File: src/rtl/arm_dp_encoder_pkg.sv
// Shared types and constants for the ARM data-processing / SWI encoder.
package arm_enc_pkg;

    typedef enum logic [1:0] {
        IDLE   = 2'd0,
        ACTIVE = 2'd1,
        DRAIN  = 2'd2,
        DONE   = 2'd3
    } enc_state_e;

    localparam logic [3:0] COND_AL = 4'b1110;
    localparam logic [3:0] COND_NV = 4'b1111;
    localparam logic [3:0] SWI_OPC = 4'b1111;

    localparam logic [3:0] OPD_AND = 4'b0000;
    localparam logic [3:0] OPD_EOR = 4'b0001;
    localparam logic [3:0] OPD_SUB = 4'b0010;
    localparam logic [3:0] OPD_RSB = 4'b0011;
    localparam logic [3:0] OPD_ADD = 4'b0100;
    localparam logic [3:0] OPD_ADC = 4'b0101;
    localparam logic [3:0] OPD_SBC = 4'b0110;
    localparam logic [3:0] OPD_RSC = 4'b0111;
    localparam logic [3:0] OPD_TST = 4'b1000;
    localparam logic [3:0] OPD_TEQ = 4'b1001;
    localparam logic [3:0] OPD_CMP = 4'b1010;
    localparam logic [3:0] OPD_CMN = 4'b1011;
    localparam logic [3:0] OPD_ORR = 4'b1100;
    localparam logic [3:0] OPD_MOV = 4'b1101;
    localparam logic [3:0] OPD_BIC = 4'b1110;
    localparam logic [3:0] OPD_MVN = 4'b1111;

    // Bit positions within the 32-bit instruction word
    localparam int unsigned F_COND_LSB = 28;
    localparam int unsigned F_SWI_LSB  = 24;
    localparam int unsigned F_I_BIT    = 25;
    localparam int unsigned F_OPC_LSB  = 21;
    localparam int unsigned F_S_BIT    = 20;
    localparam int unsigned F_RN_LSB   = 16;
    localparam int unsigned F_RD_LSB   = 12;

    // TST/TEQ/CMP/CMN: flag-setting compares with no destination
    function automatic logic is_test_op(input logic [3:0] opc);
        return (opc[3:2] == 2'b10);
    endfunction

    // MOV/MVN: single-operand moves with no first operand
    function automatic logic is_move_op(input logic [3:0] opc);
        return (opc == OPD_MOV) || (opc == OPD_MVN);
    endfunction

endpackage

File: src/rtl/arm_dp_encoder_if.sv
// Request / instruction-stream bundle between a program generator and the encoder.
interface arm_dp_encoder_if;
    logic        start;
    logic        req_valid;
    logic        req_ready;
    logic        req_swi;
    logic [3:0]  req_cond;
    logic [3:0]  req_opcode;
    logic        req_imm;
    logic        req_s;
    logic [3:0]  req_rn;
    logic [3:0]  req_rd;
    logic [11:0] req_op2;
    logic        inst_valid;
    logic        inst_ready;
    logic [31:0] inst_word;
    logic [31:0] inst_addr;
    logic        done;
    logic [15:0] count;
    logic        err;

    modport master (
        output start, req_valid, req_swi, req_cond, req_opcode, req_imm, req_s,
               req_rn, req_rd, req_op2, inst_ready,
        input  req_ready, inst_valid, inst_word, inst_addr, done, count, err
    );

    modport slave (
        input  start, req_valid, req_swi, req_cond, req_opcode, req_imm, req_s,
               req_rn, req_rd, req_op2, inst_ready,
        output req_ready, inst_valid, inst_word, inst_addr, done, count, err
    );
endinterface

File: src/rtl/arm_dp_encoder_fifo.sv
// Small synchronous FIFO (power-of-two depth) holding encoded words.
module arm_enc_fifo #(
    parameter int unsigned WIDTH = 32,
    parameter int unsigned DEPTH = 4
) (
    input  logic             clk,
    input  logic             rst_b,
    input  logic             push,
    input  logic [WIDTH-1:0] push_data,
    input  logic             pop,
    output logic             full,
    output logic             empty,
    output logic [WIDTH-1:0] head
);
    localparam int unsigned AW = $clog2(DEPTH);

    logic [AW:0]      wr_ptr_q, wr_ptr_d;
    logic [AW:0]      rd_ptr_q, rd_ptr_d;
    logic [WIDTH-1:0] mem_q [DEPTH];
    logic             do_push, do_pop;

    assign empty   = (wr_ptr_q == rd_ptr_q);
    assign full    = (wr_ptr_q[AW] != rd_ptr_q[AW]) &&
                     (wr_ptr_q[AW-1:0] == rd_ptr_q[AW-1:0]);
    assign do_push = push && !full;
    assign do_pop  = pop && !empty;
    assign head    = mem_q[rd_ptr_q[AW-1:0]];

    // Pointer advance on accepted push/pop
    always_comb begin
        wr_ptr_d = wr_ptr_q;
        rd_ptr_d = rd_ptr_q;
        if (do_push) wr_ptr_d = wr_ptr_q + 1'b1;
        if (do_pop)  rd_ptr_d = rd_ptr_q + 1'b1;
    end

    // Pointer registers; reset empties the FIFO
    always_ff @(posedge clk or negedge rst_b) begin
        if (!rst_b) begin
            wr_ptr_q <= '0;
            rd_ptr_q <= '0;
        end else begin
            wr_ptr_q <= wr_ptr_d;
            rd_ptr_q <= rd_ptr_d;
        end
    end

    // Storage write; contents beyond the pointers are don't-care
    always_ff @(posedge clk) begin
        if (do_push) mem_q[wr_ptr_q[AW-1:0]] <= push_data;
    end
endmodule

File: src/rtl/arm_dp_encoder.sv
// ARM data-processing / SWI instruction encoder with output FIFO and address counter.
// Optional macro ARM_DP_ENC_CHECK_EN: rewrite NV condition to AL and raise sticky err.
module arm_dp_encoder
    import arm_enc_pkg::*;
#(
    parameter int unsigned DEPTH     = 4,
    parameter logic [31:0] BASE_ADDR = 32'h0000_0000
) (
    input  logic             clk,
    input  logic             rst_b,
    arm_dp_encoder_if.slave  bus
);
    enc_state_e  state_q, state_d;
    logic        req_ready, done;
    logic        accept, pop, start_ok;
    logic        fifo_full, fifo_empty;
    logic [31:0] enc_word, head_word;
    logic [31:0] addr_q, addr_d;
    logic [15:0] count_q, count_d;
    logic [3:0]  cond_eff;

    assign accept   = bus.req_valid && req_ready;
    assign pop      = !fifo_empty && bus.inst_ready;
    assign start_ok = bus.start && ((state_q == IDLE) || (state_q == DONE));

    // State register
    always_ff @(posedge clk or negedge rst_b) begin
        if (!rst_b) state_q <= IDLE;
        else        state_q <= state_d;
    end

    // Next-state logic
    always_comb begin
        state_d = state_q;
        unique case (state_q)
            IDLE:    if (bus.start)            state_d = ACTIVE;
            ACTIVE:  if (accept && bus.req_swi) state_d = DRAIN;
            DRAIN:   if (fifo_empty)            state_d = DONE;
            DONE:    if (bus.start)            state_d = ACTIVE;
            default:                            state_d = IDLE;
        endcase
    end

    // FSM outputs
    always_comb begin
        req_ready = (state_q == ACTIVE) && !fifo_full;
        done      = (state_q == DONE);
    end

    // Field packing with opcode-class normalisation
    always_comb begin
        cond_eff = bus.req_cond;
`ifdef ARM_DP_ENC_CHECK_EN
        if (bus.req_cond == COND_NV) cond_eff = COND_AL;
`endif
        enc_word                     = '0;
        enc_word[F_COND_LSB +: 4]    = cond_eff;
        enc_word[F_RD_LSB +: 4]      = bus.req_rd;
        enc_word[F_RN_LSB +: 4]      = bus.req_rn;
        enc_word[11:0]               = bus.req_op2;
        if (bus.req_swi) begin
            enc_word[F_SWI_LSB +: 4] = SWI_OPC;
        end else begin
            enc_word[F_I_BIT]        = bus.req_imm;
            enc_word[F_OPC_LSB +: 4] = bus.req_opcode;
            enc_word[F_S_BIT]        = bus.req_s;
            if (is_test_op(bus.req_opcode)) begin
                enc_word[F_S_BIT]       = 1'b1;
                enc_word[F_RD_LSB +: 4] = 4'h0;
            end
            if (is_move_op(bus.req_opcode)) enc_word[F_RN_LSB +: 4] = 4'h0;
        end
    end

    arm_enc_fifo #(
        .WIDTH (32),
        .DEPTH (DEPTH)
    ) u_fifo (
        .clk       (clk),
        .rst_b     (rst_b),
        .push      (accept),
        .push_data (enc_word),
        .pop       (pop),
        .full      (fifo_full),
        .empty     (fifo_empty),
        .head      (head_word)
    );

    // Address and emitted-word counter updates
    always_comb begin
        addr_d  = addr_q;
        count_d = count_q;
        if (start_ok) begin
            addr_d  = BASE_ADDR;
            count_d = '0;
        end else if (pop) begin
            addr_d = addr_q + 32'd4;
            if (count_q != 16'hFFFF) count_d = count_q + 16'd1;
        end
    end

    // Address and counter registers
    always_ff @(posedge clk or negedge rst_b) begin
        if (!rst_b) begin
            addr_q  <= BASE_ADDR;
            count_q <= '0;
        end else begin
            addr_q  <= addr_d;
            count_q <= count_d;
        end
    end

`ifdef ARM_DP_ENC_CHECK_EN
    logic err_q, err_d;

    // Sticky illegal-condition flag, cleared by a new program
    always_comb begin
        err_d = err_q;
        if (start_ok)                            err_d = 1'b0;
        else if (accept && bus.req_cond == COND_NV) err_d = 1'b1;
    end

    // Error flag register
    always_ff @(posedge clk or negedge rst_b) begin
        if (!rst_b) err_q <= 1'b0;
        else        err_q <= err_d;
    end

    assign bus.err = err_q;
`else
    assign bus.err = 1'b0;
`endif

    assign bus.req_ready  = req_ready;
    assign bus.done       = done;
    assign bus.inst_valid = !fifo_empty;
    assign bus.inst_word  = fifo_empty ? '0 : head_word;
    assign bus.inst_addr  = addr_q;
    assign bus.count      = count_q;
endmodule

File: src/flat_wrapper.sv
// flat-port wrapper written by rule: the top's interface ports become plain ports
module arm_dp_encoder_flat import arm_enc_pkg::*;
#(
    parameter int unsigned DEPTH     = 4,
    parameter logic [31:0] BASE_ADDR = 32'h0000_0000
)
  (clk, rst_b, bus_start, bus_req_valid, bus_req_swi, bus_req_cond, bus_req_opcode, bus_req_imm, bus_req_s, bus_req_rn, bus_req_rd, bus_req_op2, bus_inst_ready, bus_req_ready, bus_inst_valid, bus_inst_word, bus_inst_addr, bus_done, bus_count, bus_err);
  arm_dp_encoder_if bus_i ();
  input  logic clk;
  input  logic rst_b;
  input wire logic [$bits(bus_i.start)-1:0] bus_start;
  input wire logic [$bits(bus_i.req_valid)-1:0] bus_req_valid;
  input wire logic [$bits(bus_i.req_swi)-1:0] bus_req_swi;
  input wire logic [$bits(bus_i.req_cond)-1:0] bus_req_cond;
  input wire logic [$bits(bus_i.req_opcode)-1:0] bus_req_opcode;
  input wire logic [$bits(bus_i.req_imm)-1:0] bus_req_imm;
  input wire logic [$bits(bus_i.req_s)-1:0] bus_req_s;
  input wire logic [$bits(bus_i.req_rn)-1:0] bus_req_rn;
  input wire logic [$bits(bus_i.req_rd)-1:0] bus_req_rd;
  input wire logic [$bits(bus_i.req_op2)-1:0] bus_req_op2;
  input wire logic [$bits(bus_i.inst_ready)-1:0] bus_inst_ready;
  output wire logic [$bits(bus_i.req_ready)-1:0] bus_req_ready;
  output wire logic [$bits(bus_i.inst_valid)-1:0] bus_inst_valid;
  output wire logic [$bits(bus_i.inst_word)-1:0] bus_inst_word;
  output wire logic [$bits(bus_i.inst_addr)-1:0] bus_inst_addr;
  output wire logic [$bits(bus_i.done)-1:0] bus_done;
  output wire logic [$bits(bus_i.count)-1:0] bus_count;
  output wire logic [$bits(bus_i.err)-1:0] bus_err;
  assign bus_i.start = bus_start;
  assign bus_i.req_valid = bus_req_valid;
  assign bus_i.req_swi = bus_req_swi;
  assign bus_i.req_cond = bus_req_cond;
  assign bus_i.req_opcode = bus_req_opcode;
  assign bus_i.req_imm = bus_req_imm;
  assign bus_i.req_s = bus_req_s;
  assign bus_i.req_rn = bus_req_rn;
  assign bus_i.req_rd = bus_req_rd;
  assign bus_i.req_op2 = bus_req_op2;
  assign bus_i.inst_ready = bus_inst_ready;
  assign bus_req_ready = bus_i.req_ready;
  assign bus_inst_valid = bus_i.inst_valid;
  assign bus_inst_word = bus_i.inst_word;
  assign bus_inst_addr = bus_i.inst_addr;
  assign bus_done = bus_i.done;
  assign bus_count = bus_i.count;
  assign bus_err = bus_i.err;
  arm_dp_encoder #(.DEPTH(DEPTH), .BASE_ADDR(BASE_ADDR)) u_core (.clk(clk), .rst_b(rst_b), .bus(bus_i));
endmodule
File: config.mk
export PLATFORM = sky130hd
export DESIGN_NAME = arm_dp_encoder_flat
export DESIGN_NICKNAME = d
export VERILOG_FILES = /design/src/rtl/arm_dp_encoder_pkg.sv /design/src/rtl/arm_dp_encoder_if.sv /design/src/rtl/arm_dp_encoder_fifo.sv /design/src/rtl/arm_dp_encoder.sv /design/src/flat_wrapper.sv
export SDC_FILE = /design/constraint.sdc
export NUM_CORES = 1
export LEC_CHECK = 0
export BUFFER_PORTS_ARGS = -buffer_cell sky130_fd_sc_hd__buf_2
export CORE_MARGIN = 2
export CORE_UTILIZATION = 25
export CTS_CLUSTER_DIAMETER = 60
export DETAILED_ROUTE_END_ITERATION = 7
export PLACE_DENSITY_LB_ADDON = 0.08
export SYNTH_ARGS = -nofsm -noshare
export SYNTH_HDL_FRONTEND = slang
export SYNTH_HIERARCHICAL = 1
export SYNTH_SLANG_ARGS = --single-unit
File: constraint.sdc
create_clock -name clk -period 3.65 [get_ports clk]
set_input_delay 0.365 -clock clk [delete_from_list [all_inputs] [get_ports clk]]
set_output_delay 0.365 -clock clk [all_outputs]
set_load 0.005 [all_outputs]
==> impl_metrics.toml <==
[run_status]
status = "finished, final reports clean"

[final_layout]
n_antenna_cell = 0
area_growth_pct = 20.53
nNetsFinal = 730
nFillCells = 3318
final_layout_size_suffix_gt1_share_pct = 29.99
final_area_sq_um = 9867

[synthesis]
async_reset_ff_share_pct = 29.67
synth_edf_count = 128
ys.flop_type = "edfxtp_1"
yosysTopAreaCell = "edfxtp_1"
yosysSeqAreaShare_pct = 63.46
synth_commonest_cells = "edfxtp_1 (128), dfrtp_1 (54), nor2b_1 (39), mux4_2 (32), a21oi_1 (31)"
syn_inst = 566
synthDistinctLibCells = 50
synth.cell_area_sq_um = 8187
yosysMostFrequentCell = "edfxtp_1"
synth_area_leaders = "edfxtp_1 (47%), dfrtp_1 (17%), mux4_2 (8.8%)"
avgSynthCellArea_sq_um = 14.46
yosys_warnings = 6
synth-seq-cells = 182
synth_top_area_share_pct = 46.95

[sta]
finalCriticalPeriod_ps = 2920
finalSetupViolCount = 0
drv_slew = 0
worstMarginPinSlew_ps = 937.4
relSlewSlack_pct = 37.33
final_hold_viol_count = 0
rsz0062_at_grt = "no"
min_period_over_period_pct = 80.00
finClkSkew_ps = 12.28
fmax_mhz = 342.5
setup_tns_ps = 0

[clock_tree]
cts_tree = "done"
clk_pin_slew_ps = 80
root_buffer = "clkbuf_16"
clock_latency_ps = 440
post-cts-setup-buffers = 0
ctsResizeCount = 0
numCtsBuffers = 17
cts.sinks = 182
clk_path_buf_depth = 2
hold_buffers = 1
htreeDepth = 4

[placed_design]
dpl_cell_area_sq_um = 9263
dp_hpwl_um = 12610
gp_congestion = 0.7613
portBuffers = 116

[die]
io_pins = 120
start_util_pct = 25.29
fp.coreArea_sq_um = 32370
fp.dieH_um = 185.0
rows = 66
die-area_sq_um = 34210
die_w_um = 185.0

[global_routing]
antenna_found_initial = 1
global_route.usage.total_pct = 12.41
grt_start_max_net_pins = 37
overflow = 0
grt_pass1_wl_um = 31670
grt_pass1_vias = 5433

[detailed_routing]
first_pass_iters = 4
drt_iter0_markers = 389
antenna_left = 0
drcViolationCount = 0
drt-wirelength-per-cell_um = 17.72
wl_um = 20180
vias = 5150
vias_per_cell = 4.522

[pwr]
vdd_drop_max_v = 0.0002999
power-per-cell-area_nw_per_um2 = 688.4
leakage_nw = 3.683

[critical_path]
cp_max_fo = 36
cp_cell_sequence = "xnor2_2, and3_2, buf_4, and2b_1, buf_2"
cp.required_ps = 3280
crit_path_start_kind = "register"
crit_slowest_cell = "xnor2_2"
max_stage_delay_ps = 530
arrival_ps = 2560
cp-end-kind = "output port"
crit_type = "reg -> out"

[worst_hold_path]
hold_class = "in -> reg"

[job]
maxCapViolCount = 0
## registers in the layout (all words and copies together) (netlist names)
name / cells
u_core/u_fifo/mem_q: 128
u_core/u_fifo/wr_ptr_q: 3
u_core/bus.count: 16
u_core/bus.inst_addr: 30
u_core/u_fifo/rd_ptr_q: 3
u_core/state_q: 2
## layout by cell type, fill, tap and decap left out, types with 3 or more instances in the layout
master and count:
mux4_2 32, edfxtp_1 128, clkbuf_16 17, a21oi_1 31
nand2b_1 7, dfrtp_1 52, and2_2 3, nor3_1 4
conb_1 3, nand4_1 13, ha_1 10, nor2b_1 39
xnor2_1 5, and3_1 3, nand2_1 29, or3_1 11
or4_1 14, o41ai_1 4, buf_2 116, inv_8 7
o311ai_0 4, and2_1 8, a2111o_1 5, a21o_1 4
nand3_1 19, inv_1 17, xor2_1 9, buf_4 10
nor2_1 15, o31ai_1 10, mux2i_1 8, o21ai_0 14
and4_1 6
## cells by family after synthesis
group / after synthesis / share of synthesized area [%]
AOI/OAI and AO/OA: 80 / 6.694
xor gates and xnor gates: 17 / 2.094
adders and majority gates: 10 / 1.528
buffers and inverters: 50 / 3.118
DFF: 182 / 63.46
muxes: 40 / 9.781
other: 1 / 0.04581
and+or+nand+nor: 186 / 13.28
## through the flow
step | cells | power (mW) | setup slack [ps] | hold WS, ps | utilization, %
6_report | 1139 | 6.792 | 729.9 | 133.4 | 30.48
5_1_grt | 1139 | 7.311 | 536.7 | 105.1 | 30.48
4_1_cts | 1139 | 6.985 | 683.6 | 104.4 | 30.48
3_5_place_dp | 1106 | 5.071 | 996.8 | 429.3 | 28.61
3_3_place_gp | 1106 | 5.064 | 1037 | 421.7 | 28.61
2_1_floorplan | 568 | 4.175 | 920.7 | 69.41 | -
## per-layer routing
metal	global-route usage (%)	part of all wire [%]
met5	0	0.064
met1	15.82	45
met3	3.185	5.4
met2	20.81	49
met4	3.524	1.1
## worst paths after layout
path	startpoint	end	slack, ps	cells past startpoint
max	u_core/u_fifo/wr_ptr_q[0]	bus_inst_word[31]	730	5
min	bus_req_op2[4]	u_core/u_fifo/mem_q[1][4]	130	1
max reg2reg	u_core/u_fifo/wr_ptr_q[0]	u_core/bus.inst_addr[25]	970	6
min reg2reg	u_core/bus.count[10]	u_core/bus.count[10]	570	1
max in group asynchronous	rst_b	u_core/bus.inst_addr[20]	2290	3
min in group asynchronous	rst_b	u_core/bus.count[9]	490	2
## layout make-up
type                    count  area [sq um]  share of cell area, %
flip-flops and latches    182          5197                  52.68
repair buffers            129         705.7                  7.152
multi-input cells         336          2749                  27.86
well taps                 442         553.0                  5.605
clock buffers              17         425.4                  4.311
inverters                  18         67.56                 0.6848
clock inverters            15         168.9                  1.712
## critical path: cells and delay by family (launching register included)
| family | cells | cell delay (ps) |
|---|---|---|
| buf+inv | 2 | 570 |
| simple gates | 2 | 560 |
| xor+xnor | 1 | 530 |
| flops | 1 | 450 |
## report_power, final
group	total [mW]	internal (mW)	switching [mW]	leakage, nW
Clock	1.86	0.930	0.928	0.286
Sequential	2.61	2.48	0.134	1.89
Combinational	2.32	1.01	1.31	1.51
Total	6.79	4.42	2.37	3.68
Note: power is estimated with default switching activity, not from simulation.
